`src/rtl/rv_decode_issue_pkg.sv`:
```
// rv_decode_issue_pkg: ALU control codes and the RV32I opcode/funct encodings the front-end accepts
package rv_decode_issue_pkg;
  localparam logic [3:0] ALU_AND = 4'b0000, ALU_OR = 4'b0001, ALU_ADD = 4'b0010, ALU_SUB = 4'b0110;
  localparam logic [3:0] ALU_SLT = 4'b0111, ALU_SGE = 4'b1000, ALU_NOR = 4'b1100;
  localparam logic [6:0] OP_REG = 7'b0110011, OP_IMM = 7'b0010011;
  localparam logic [2:0] F3_ADD = 3'b000, F3_AND = 3'b111, F3_OR = 3'b110, F3_SLT = 3'b010;
  localparam logic [6:0] F7_ZERO = 7'b0000000, F7_SUB = 7'b0100000;
endpackage

```
`src/rtl/rv_decode_issue_instr_fifo.sv`:
```
// instr_fifo: power-of-two instruction buffer; callers never push when full or pop when empty
module instr_fifo #(
  parameter int DEPTH = 4,
  parameter int WIDTH = 32
) (
  input  logic                       clk,
  input  logic                       rst,
  input  logic                       push,
  input  logic                       pop,
  input  logic                       flush,
  input  logic [WIDTH-1:0]           wdata,
  output logic [WIDTH-1:0]           rdata,
  output logic [$clog2(DEPTH+1)-1:0] count
);
  localparam int AW = $clog2(DEPTH);
  localparam int CW = $clog2(DEPTH+1);
  logic [WIDTH-1:0] mem [DEPTH];
  logic [AW-1:0] wp, rp;
  assign rdata = mem[rp];
  always_ff @(posedge clk or negedge rst)
    if (!rst) begin
      wp <= '0;
      rp <= '0;
      count <= '0;
    end else if (flush) begin
      wp <= '0;
      rp <= '0;
      count <= '0;
    end else begin
      wp <= wp + AW'(push);
      rp <= rp + AW'(pop);
      count <= count + CW'(push) - CW'(pop);
    end
  always_ff @(posedge clk)
    if (push && !flush) mem[wp] <= wdata;
endmodule

```
`src/rtl/rv_decode_issue.sv`:
```
// rv_decode_issue: buffers RV32I words and issues one decoded ALU instruction per cycle
module rv_decode_issue
  import rv_decode_issue_pkg::*;
#(
  parameter int DATA_WIDTH = 32,
  parameter int NAME_BITS  = 5,
  parameter int CTRL_BITS  = 4,
  parameter int DEPTH      = 4,
  parameter int CNT_WIDTH  = 16
) (
  input  logic                  clk,
  input  logic                  rst,
  input  logic                  in_valid,
  output logic                  in_ready,
  input  logic [31:0]           in_instr,
  input  logic                  stall,
  input  logic                  flush,
  output logic [NAME_BITS-1:0]  rs1,
  output logic [NAME_BITS-1:0]  rs2,
  output logic [NAME_BITS-1:0]  ws,
  output logic [CTRL_BITS-1:0]  op,
  output logic                  imm_e,
  output logic [DATA_WIDTH-1:0] imm_d,
  output logic                  issue_valid,
  output logic                  illegal,
  output logic [CNT_WIDTH-1:0]  issue_count
);
  localparam int CW = $clog2(DEPTH+1);
  typedef struct packed {
    logic                  legal;
    logic [NAME_BITS-1:0]  rs1;
    logic [NAME_BITS-1:0]  rs2;
    logic [NAME_BITS-1:0]  ws;
    logic [CTRL_BITS-1:0]  op;
    logic                  imm_e;
    logic [DATA_WIDTH-1:0] imm_d;
  } dec_t;
  function automatic dec_t decode(input logic [31:0] i);
    dec_t d;
    logic [2:0] f3;
    logic [6:0] f7;
    logic alu;
    logic [3:0] aop;
    f3 = i[14:12];
    f7 = i[31:25];
    alu = f3 inside {F3_ADD, F3_AND, F3_OR, F3_SLT};
    aop = f3 == F3_AND ? ALU_AND : f3 == F3_OR ? ALU_OR : f3 == F3_SLT ? ALU_SLT : ALU_ADD;
    d = '0;
    d.rs1 = NAME_BITS'(i[19:15]);
    d.ws = NAME_BITS'(i[11:7]);
    if (i[6:0] == OP_REG) begin
      d.legal = (alu && f7 == F7_ZERO) || (f3 == F3_ADD && f7 == F7_SUB);
      d.op = CTRL_BITS'(f7 == F7_SUB ? ALU_SUB : aop);
      d.rs2 = NAME_BITS'(i[24:20]);
    end else if (i[6:0] == OP_IMM) begin
      // the top immediate bits may not look like a SUB funct7: there is no SUBI
      d.legal = alu && f7 != F7_SUB;
      d.op = CTRL_BITS'(aop);
      d.imm_e = 1'b1;
      d.imm_d = DATA_WIDTH'($signed(i[31:20]));
    end
    return d;
  endfunction
  logic [31:0] head;
  logic [CW-1:0] count;
  logic push, pop;
  dec_t dec, q;
  assign in_ready = rst & (count != CW'(DEPTH));
  assign push = in_valid & in_ready;
  assign pop = ~stall & ~flush & (count != '0);
  assign dec = decode(head);
  instr_fifo #(.DEPTH(DEPTH), .WIDTH(32)) u_fifo (
    .clk(clk), .rst(rst), .push(push), .pop(pop), .flush(flush),
    .wdata(in_instr), .rdata(head), .count(count)
  );
  always_ff @(posedge clk or negedge rst)
    if (!rst) begin
      q <= '0;
      illegal <= 1'b0;
      issue_count <= '0;
    end else begin
      q <= pop && dec.legal ? dec : '0;
      illegal <= pop & ~dec.legal;
      issue_count <= issue_count + CNT_WIDTH'(pop & dec.legal);
    end
  assign {issue_valid, rs1, rs2, ws, op, imm_e, imm_d} = q;
endmodule

```
`config.mk`:
```
export PLATFORM = sky130hd
export DESIGN_NAME = rv_decode_issue
export DESIGN_NICKNAME = d
export VERILOG_FILES = /design/src/rtl/rv_decode_issue_pkg.sv /design/src/rtl/rv_decode_issue_instr_fifo.sv /design/src/rtl/rv_decode_issue.sv
export SDC_FILE = /design/constraint.sdc
export NUM_CORES = 1
export LEC_CHECK = 0
export BUFFER_PORTS_ARGS = -buffer_cell sky130_fd_sc_hd__buf_4
export CORE_MARGIN = 2
export CORE_UTILIZATION = 61
export DETAILED_ROUTE_END_ITERATION = 10
export GPL_ROUTABILITY_DRIVEN = 0
export PLACE_DENSITY = 0.85
export SYNTH_ARGS = -nofsm -noshare
export SYNTH_HDL_FRONTEND = slang
export SYNTH_SLANG_ARGS = --single-unit
```
`constraint.sdc`:
```
create_clock -name clk -period 13.9 [get_ports clk]
set_input_delay 1.39 -clock clk [delete_from_list [all_inputs] [get_ports clk]]
set_output_delay 1.39 -clock clk [all_outputs]
set_load 0.02 [all_outputs]
```
==> results of run 1 <==
cell usage in the layout, fill, tap and decap left out, types with 2 or more instances in the layout:
| cell | n |
|---|---|
| ha_1 | 7 |
| nand4_1 | 2 |
| mux4_2 | 26 |
| clkinv_2 | 3 |
| clkbuf_16 | 17 |
| xor2_1 | 3 |
| nand3b_1 | 3 |
| clkbuf_1 | 2 |
| edfxtp_1 | 128 |
| xnor2_1 | 15 |
| nor2b_1 | 5 |
| inv_1 | 7 |
| nand2_1 | 17 |
| nor3_1 | 14 |
| nand3_1 | 9 |
| nor4b_1 | 3 |
| o311ai_0 | 2 |
| nor3b_2 | 9 |
| bufinv_16 | 3 |
| nor3b_1 | 6 |
| and3_1 | 3 |
| dfrtp_1 | 55 |
| clkinv_1 | 6 |
| nor2_1 | 14 |
| buf_4 | 112 |
stage by stage:
| step | util [%] | total power, mW | hold slack (ps) | instance area [µm²] |
|---|---|---|---|---|
| 6_report | 74.4 | 1.18 | 475 | 8460 |
| 5_1_grt | 74.4 | 1.22 | 521 | 8460 |
| 4_1_cts | 74.4 | 1.19 | 478 | 8460 |
| 3_5_place_dp | 69.4 | 0.730 | 470 | 7900 |
| 3_3_place_gp | 69.4 | 0.724 | 464 | 7900 |
| 2_1_floorplan | - | 0.697 | 546 | 7100 |
path summary, 6_finish.rpt:
kind | startpoint | endpoint
worst max-delay path | u_fifo.rp[0]$_DFF_PN0_ | issue_count[14]$_DFF_PN0_
worst min-delay path | issue_count[15]$_DFF_PN0_ | issue_count[15]$_DFF_PN0_
worst max register to register | u_fifo.rp[0]$_DFF_PN0_ | issue_count[14]$_DFF_PN0_
worst min register to register | issue_count[15]$_DFF_PN0_ | issue_count[15]$_DFF_PN0_
max in group asynchronous | rst | u_fifo.rp[0]$_DFF_PN0_
min in group asynchronous | rst | issue_count[7]$_DFF_PN0_
registers in the layout, summed over array words and instances, names as in the netlist, 2 cells and up:
| register | flops |
|---|---|
| u_fifo.wp | 2 |
| ws | 5 |
| rs2 | 5 |
| u_fifo.mem | 128 |
| u_fifo.rp | 2 |
| issue_count | 16 |
| u_fifo.count | 3 |
| op | 3 |
| rs1 | 5 |
| imm_d | 12 |
critical path: stages (launching register included):
cell     delay, ps
dfrtp_2        340
buf_4          490
mux4_2         620
nor4_4         370
nand3_2        190
mux2_4         400
nor2_1         240
ha_1           190
ha_1           170
nand3_1        130
or3_1          440
nor2_1         150
xor2_1         150
power groups by stage:
stage          Combinational [mW]  Clock, mW  Sequential, mW
2_1_floorplan              0.0776          0           0.619
5_1_grt                     0.120      0.493           0.609
4_1_cts                     0.112      0.469           0.608
3_3_place_gp                0.105          0           0.619
6_report                    0.110      0.463           0.608
3_5_place_dp                0.111          0           0.619
area by class of cell:
class                           count  area share (%)
Sequential cell                   184            62.0
Timing Repair Buffer              112            9.93
Inverter                            7           0.310
Multi-Input combinational cell    163            18.9
Tap cell                          143            2.11
Clock buffer                       19            5.12
Clock inverter                     13            1.60
kinds of logic after synthesis:
group,count (synthesis),synth area share (%)
buffers and inverters,42,3.77
AOI/OAI and AO/OA,11,1.36
xor gates and xnor gates,18,2.22
DFF,184,73.9
adders and majority gates,8,1.52
other,1,0.0528
and+or+nand+nor,97,8.55
muxes,28,8.61
metal layers:
metal  GRT usage, %  part of all wire [%]  vias to the layer above
li1               -                     -                     1653
met1           29.2                    42                     1887
met2           35.6                    51                      160
met3           6.15                   6.4                       17
met4           8.23                   1.4                        0
met5              0                     0                        -
==> results.sh, run 1 <==
export IMPL_place_ws_ps=9860
export IMPL_drt_first_pass_iters=5
export IMPL_dp_cells=609
export IMPL_wire_per_inst_um=20.4
export IMPL_cts_resized=0
export IMPL_drc=0
export IMPL_final_max_slew_viol_count=0
export IMPL_reg2reg_slack_ps=9940
export IMPL_timing_final_crit_share_pct=28.5
export IMPL_ys_top_cells_by_count="edfxtp_1 (128), dfrtp_1 (56), mux4_2 (26)"
export IMPL_cp_arrival_ps=4300
export IMPL_synth_fp_nets=434
export IMPL_ys_flop_type="edfxtp_1"
export IMPL_worstMarginPinSlew_ps=996
export IMPL_drive_gt1_share_pct=36.1
export IMPL_fillers=637
export IMPL_syn_inst=389
export IMPL_antenna_left=0
export IMPL_postCtsSetupRepairBufs=0
export IMPL_ys_seq_elements=184
export IMPL_async_flop_share_pct=30.4
export IMPL_setup_tns_ps=0
export IMPL_cts_buffer_depth=2
export IMPL_wirelength_um=13100
export IMPL_crit_path_start_kind="flip-flop"
export IMPL_num_rows=39
export IMPL_grt_max_degree=59
export IMPL_chipWidth_um=112
export IMPL_path_max_fanout=33
export IMPL_htree_levels=4
export IMPL_final_cells=641
export IMPL_status="finished, final reports clean"
export IMPL_portBuffers=106
export IMPL_slew_limit_headroom_pct=32.7
export IMPL_p_leak_nw=3.26
export IMPL_yosysTopAreaCell="edfxtp_1"
export IMPL_ios=108
export IMPL_vias_per_cell=5.80
export IMPL_synth_edff_count=128
export IMPL_whs_path_depth=1
export IMPL_grt_pass1_wl_um=20300
export IMPL_clk_pin_slew_ps=60
export IMPL_antenna_found_initial=0
export IMPL_grt_pass1_vias=3772
export IMPL_yosysTopAreaCellShare_pct=54.2
export IMPL_num_nets_final=530
export IMPL_overflow=0
export IMPL_setup_viol=0
export IMPL_finalClockSkew_ps=12.8
export IMPL_critPathCaptureType="flip-flop"
export IMPL_seqCellArea_um2=5250
export IMPL_clkLatencyLatePin_ps=430
export IMPL_synth_warnings=0
export IMPL_setup_ws_ps=9940
export IMPL_max_freq_ghz=0.253
export IMPL_period_needed_ps=3960
export IMPL_synth_distinct_cells=46
export IMPL_switching_share_pct=21.3
export IMPL_power_density_nw_per_um2=140
export IMPL_grt_usage_pct=22.0
export IMPL_numCtsBuffers=17
export IMPL_path_class="flip-flop to flip-flop"
export IMPL_p_int_mw=0.930
export IMPL_power_frac_seq_pct=51.5
export IMPL_antenna_cells=0
export IMPL_area_growth_syn_to_layout_pct=19.3
export IMPL_cts_root_buf="clkbuf_16"
export IMPL_finalHoldViolCount=0
export IMPL_vias=3717
export IMPL_pwr_share_comb_pct=9.3
export IMPL_power_frac_clock_pct=39.2
export IMPL_hp_class="flip-flop to flip-flop"
export IMPL_dieArea_um2=12500
export IMPL_dp_hpwl_um=8040
export IMPL_hold_buffers=0
export IMPL_yosysMostFrequentCell="edfxtp_1"
export IMPL_r2r_cells=12
export IMPL_p_sw_mw=0.252
export IMPL_synth_area_um2=7100
export IMPL_drtIter0Drc=260
export IMPL_cap_violations=0
export IMPL_cts_tree="done"
export IMPL_rsz0062_at_grt="no"
export IMPL_synth_area_leaders="edfxtp_1 (54%), dfrtp_1 (20%), mux4_2 (8.3%)"
export IMPL_irDropWorstVdd_v=0.000125
export IMPL_worstPathRequired_ps=14250
export IMPL_fp_dieH_um=112
export IMPL_floorplan_core_area_um2=11400
export IMPL_yosysSeqAreaShare_pct=73.9
export IMPL_synth_avg_cell_area_um2=18.2
export IMPL_multi_input_area_um2=1600
export IMPL_initial_utilization_pct=62.4
export IMPL_clock_sinks=184
Power figures use the tool's default switching activity.
==> run 2, diff against run 1 <==
Settings changed: CORE_UTILIZATION 61 to 51, PLACE_DENSITY 0.85 to 0.76.
Clock period 13.9 ns to 3.48 ns, I/O delays scaled along.
==> run 2 against run 1 <==
  * Combinational power grew to 4.4 times the previous value
  * Cell count up 8.0%
  * Worst setup slack lost 9800 ps
  * Critical path type unchanged
  * Highest routed layer unchanged
==> results.sh, run 2 (same netlist as run 1, synthesis figures left out) <==
export IMPL_largest_register="u_fifo.mem"
export IMPL_grt_pass1_wl_um=20600
export IMPL_dp_hpwl_um=8740
export IMPL_vias_per_cell=5.38
export IMPL_numCtsBuffers=17
export IMPL_layout_commonest_cell="edfxtp_1"
export IMPL_hp_class="primary input to asynchronous set/reset pin"
export IMPL_layout_common_cells="edfxtp_1 (128), buf_4 (124), dfrtp_1 (55)"
export IMPL_worstPathBufferInverterCount=1
export IMPL_path_max_fanout=5
export IMPL_ios=108
export IMPL_dieArea_um2=14900
export IMPL_power_density_nw_per_um2=560
export IMPL_status="finished, final reports clean"
export IMPL_crit_path_top_delay_cell="mux4_2"
export IMPL_drc=0
export IMPL_totalPowerFinal_mw=4.88
export IMPL_initial_utilization_pct=51.7
export IMPL_clock_sinks=184
export IMPL_finalClockSkew_ps=8.08
export IMPL_chipWidth_um=122
export IMPL_grt_max_degree=58
export IMPL_final_max_slew_viol_count=0
export IMPL_antenna_found_initial=0
export IMPL_slew_limit_headroom_pct=20.9
export IMPL_p_leak_nw=3.36
export IMPL_setup_tns_ps=0
export IMPL_path_class="flip-flop to flip-flop"
export IMPL_finalHoldViolCount=0
export IMPL_grt_usage_pct=19.3
export IMPL_drive_gt1_share_pct=39.5
export IMPL_num_nets_final=544
export IMPL_antenna_left=0
export IMPL_cap_violations=0
export IMPL_worstMarginPinSlew_ps=1180
export IMPL_area_growth_syn_to_layout_pct=22.9
export IMPL_fp_dieH_um=122
export IMPL_fin_worst_hold_slack_ps=73.2
export IMPL_critPathCaptureType="flip-flop"
export IMPL_clkLatencyLatePin_ps=430
export IMPL_cp_cell_sequence="buf_4, mux4_2, nor4_4, nand3_2, mux2_4, nor2_4, ha_1, ha_1, nand3_1, or3_4, nor2_1, xor2_1"
export IMPL_largest_reg_flops=128
export IMPL_worst_path_most_repeated_cell="ha_1"
export IMPL_period_needed_ps=3290
export IMPL_overflow=0
export IMPL_vias=3725
export IMPL_final_util_pct=63.5
export IMPL_floorplan_core_area_um2=13700
export IMPL_htree_levels=4
export IMPL_drtIter0Drc=269
export IMPL_critPathMaxStageDelay_ps=530
export IMPL_cts_buffer_depth=2
export IMPL_crit_path_start_kind="flip-flop"
export IMPL_critical_path_top_delay_family="simple AND/OR/NAND/NOR gates"
export IMPL_drt_first_pass_iters=7
export IMPL_antenna_cells=0
export IMPL_worstPathRequired_ps=3830
export IMPL_wirelength_um=13300
export IMPL_grt_pass1_vias=3870
export IMPL_irDropWorstVdd_v=0.000507
export IMPL_wire_per_inst_um=19.3
export IMPL_cts_root_buf="clkbuf_16"
export IMPL_num_rows=43
export IMPL_cp_arrival_ps=3640
export IMPL_timing_final_crit_share_pct=94.6
export IMPL_setup_viol=0
export IMPL_hold_buffers=0
export IMPL_portBuffers=106
export IMPL_cts_tree="done"
export IMPL_clk_pin_slew_ps=60
export IMPL_max_freq_ghz=0.304
==> run 2: changes by cell type in the layout (fill, tap and decap cells not counted), moves of 2 or more <==
cell and delta:
buf_4 +12, clkinv_1 -5, clkinv_4 +2, clkinvlp_2 +2
==> run 2: path summary, 6_finish.rpt <==
| path | from | to | slack [ps] | depth (start not counted) |
|---|---|---|---|---|
| max in group asynchronous | rst | u_fifo.rp[0]$_DFF_PN0_ | 2900 | 2 |
| hold reg to reg | issue_count[15]$_DFF_PN0_ | issue_count[15]$_DFF_PN0_ | 500 | 1 |
| setup / recovery | u_fifo.rp[0]$_DFF_PN0_ | issue_count[14]$_DFF_PN0_ | 190 | 12 |
| setup reg to reg | u_fifo.rp[0]$_DFF_PN0_ | issue_count[14]$_DFF_PN0_ | 190 | 12 |
| hold / removal | rst | issue_count[13]$_DFF_PN0_ | 70 | 2 |
| min in group clk | in_instr[21] | u_fifo.mem[2][21]$_DFFE_PP_ | 120 | 1 |
==> run 2: layout make-up <==
type / instances / area [µm²]
fillers: 937 / 5000
repair buffers: 126 / 976
inverters: 7 / 26.3
multi-input cells: 163 / 1630
clock buffers: 18 / 429
clock inverters: 14 / 181
well taps: 180 / 225
flip-flops and latches: 184 / 5250
==> run 2: what timing repair did <==
action / 4_1_cts / 5_1_grt
pin swaps: 0 / 1
gates cloned: 0 / 1
setup buffers: 0 / 5
gates resized for setup: 1 / 2
endpoints found under the setup margin: 3 / 6
==> run 2: per-layer routing <==
| metal | vias up | GRT usage [%] | share of wire, % |
|---|---|---|---|
| li1 | 1677 | - | - |
| met1 | 1896 | 24.7 | 41 |
| met2 | 134 | 31.7 | 51 |
| met3 | 18 | 5.06 | 6.4 |
| met4 | 0 | 7.33 | 1.5 |
| met5 | - | 0 | 0 |
==> run 2: metrics by stage <==
step                      std cells  worst slack [ps]  cell area [µm²]
after floorplan                 389               228             7110
after global placement          654              43.9             8030
after detailed placement        654             -57.5             8030
after CTS                       686              18.2             8640
after global routing            692             -14.5             8720
final                           692               186             8720
==> run 2: where the power goes <==
| part | internal [mW] | switching [mW] | total, mW |
|---|---|---|---|
| sequential | 2.40 | 0.0312 | 2.43 |
| clock | 1.19 | 0.772 | 1.96 |
| combinational | 0.245 | 0.241 | 0.486 |
| total | 3.84 | 1.04 | 4.88 |
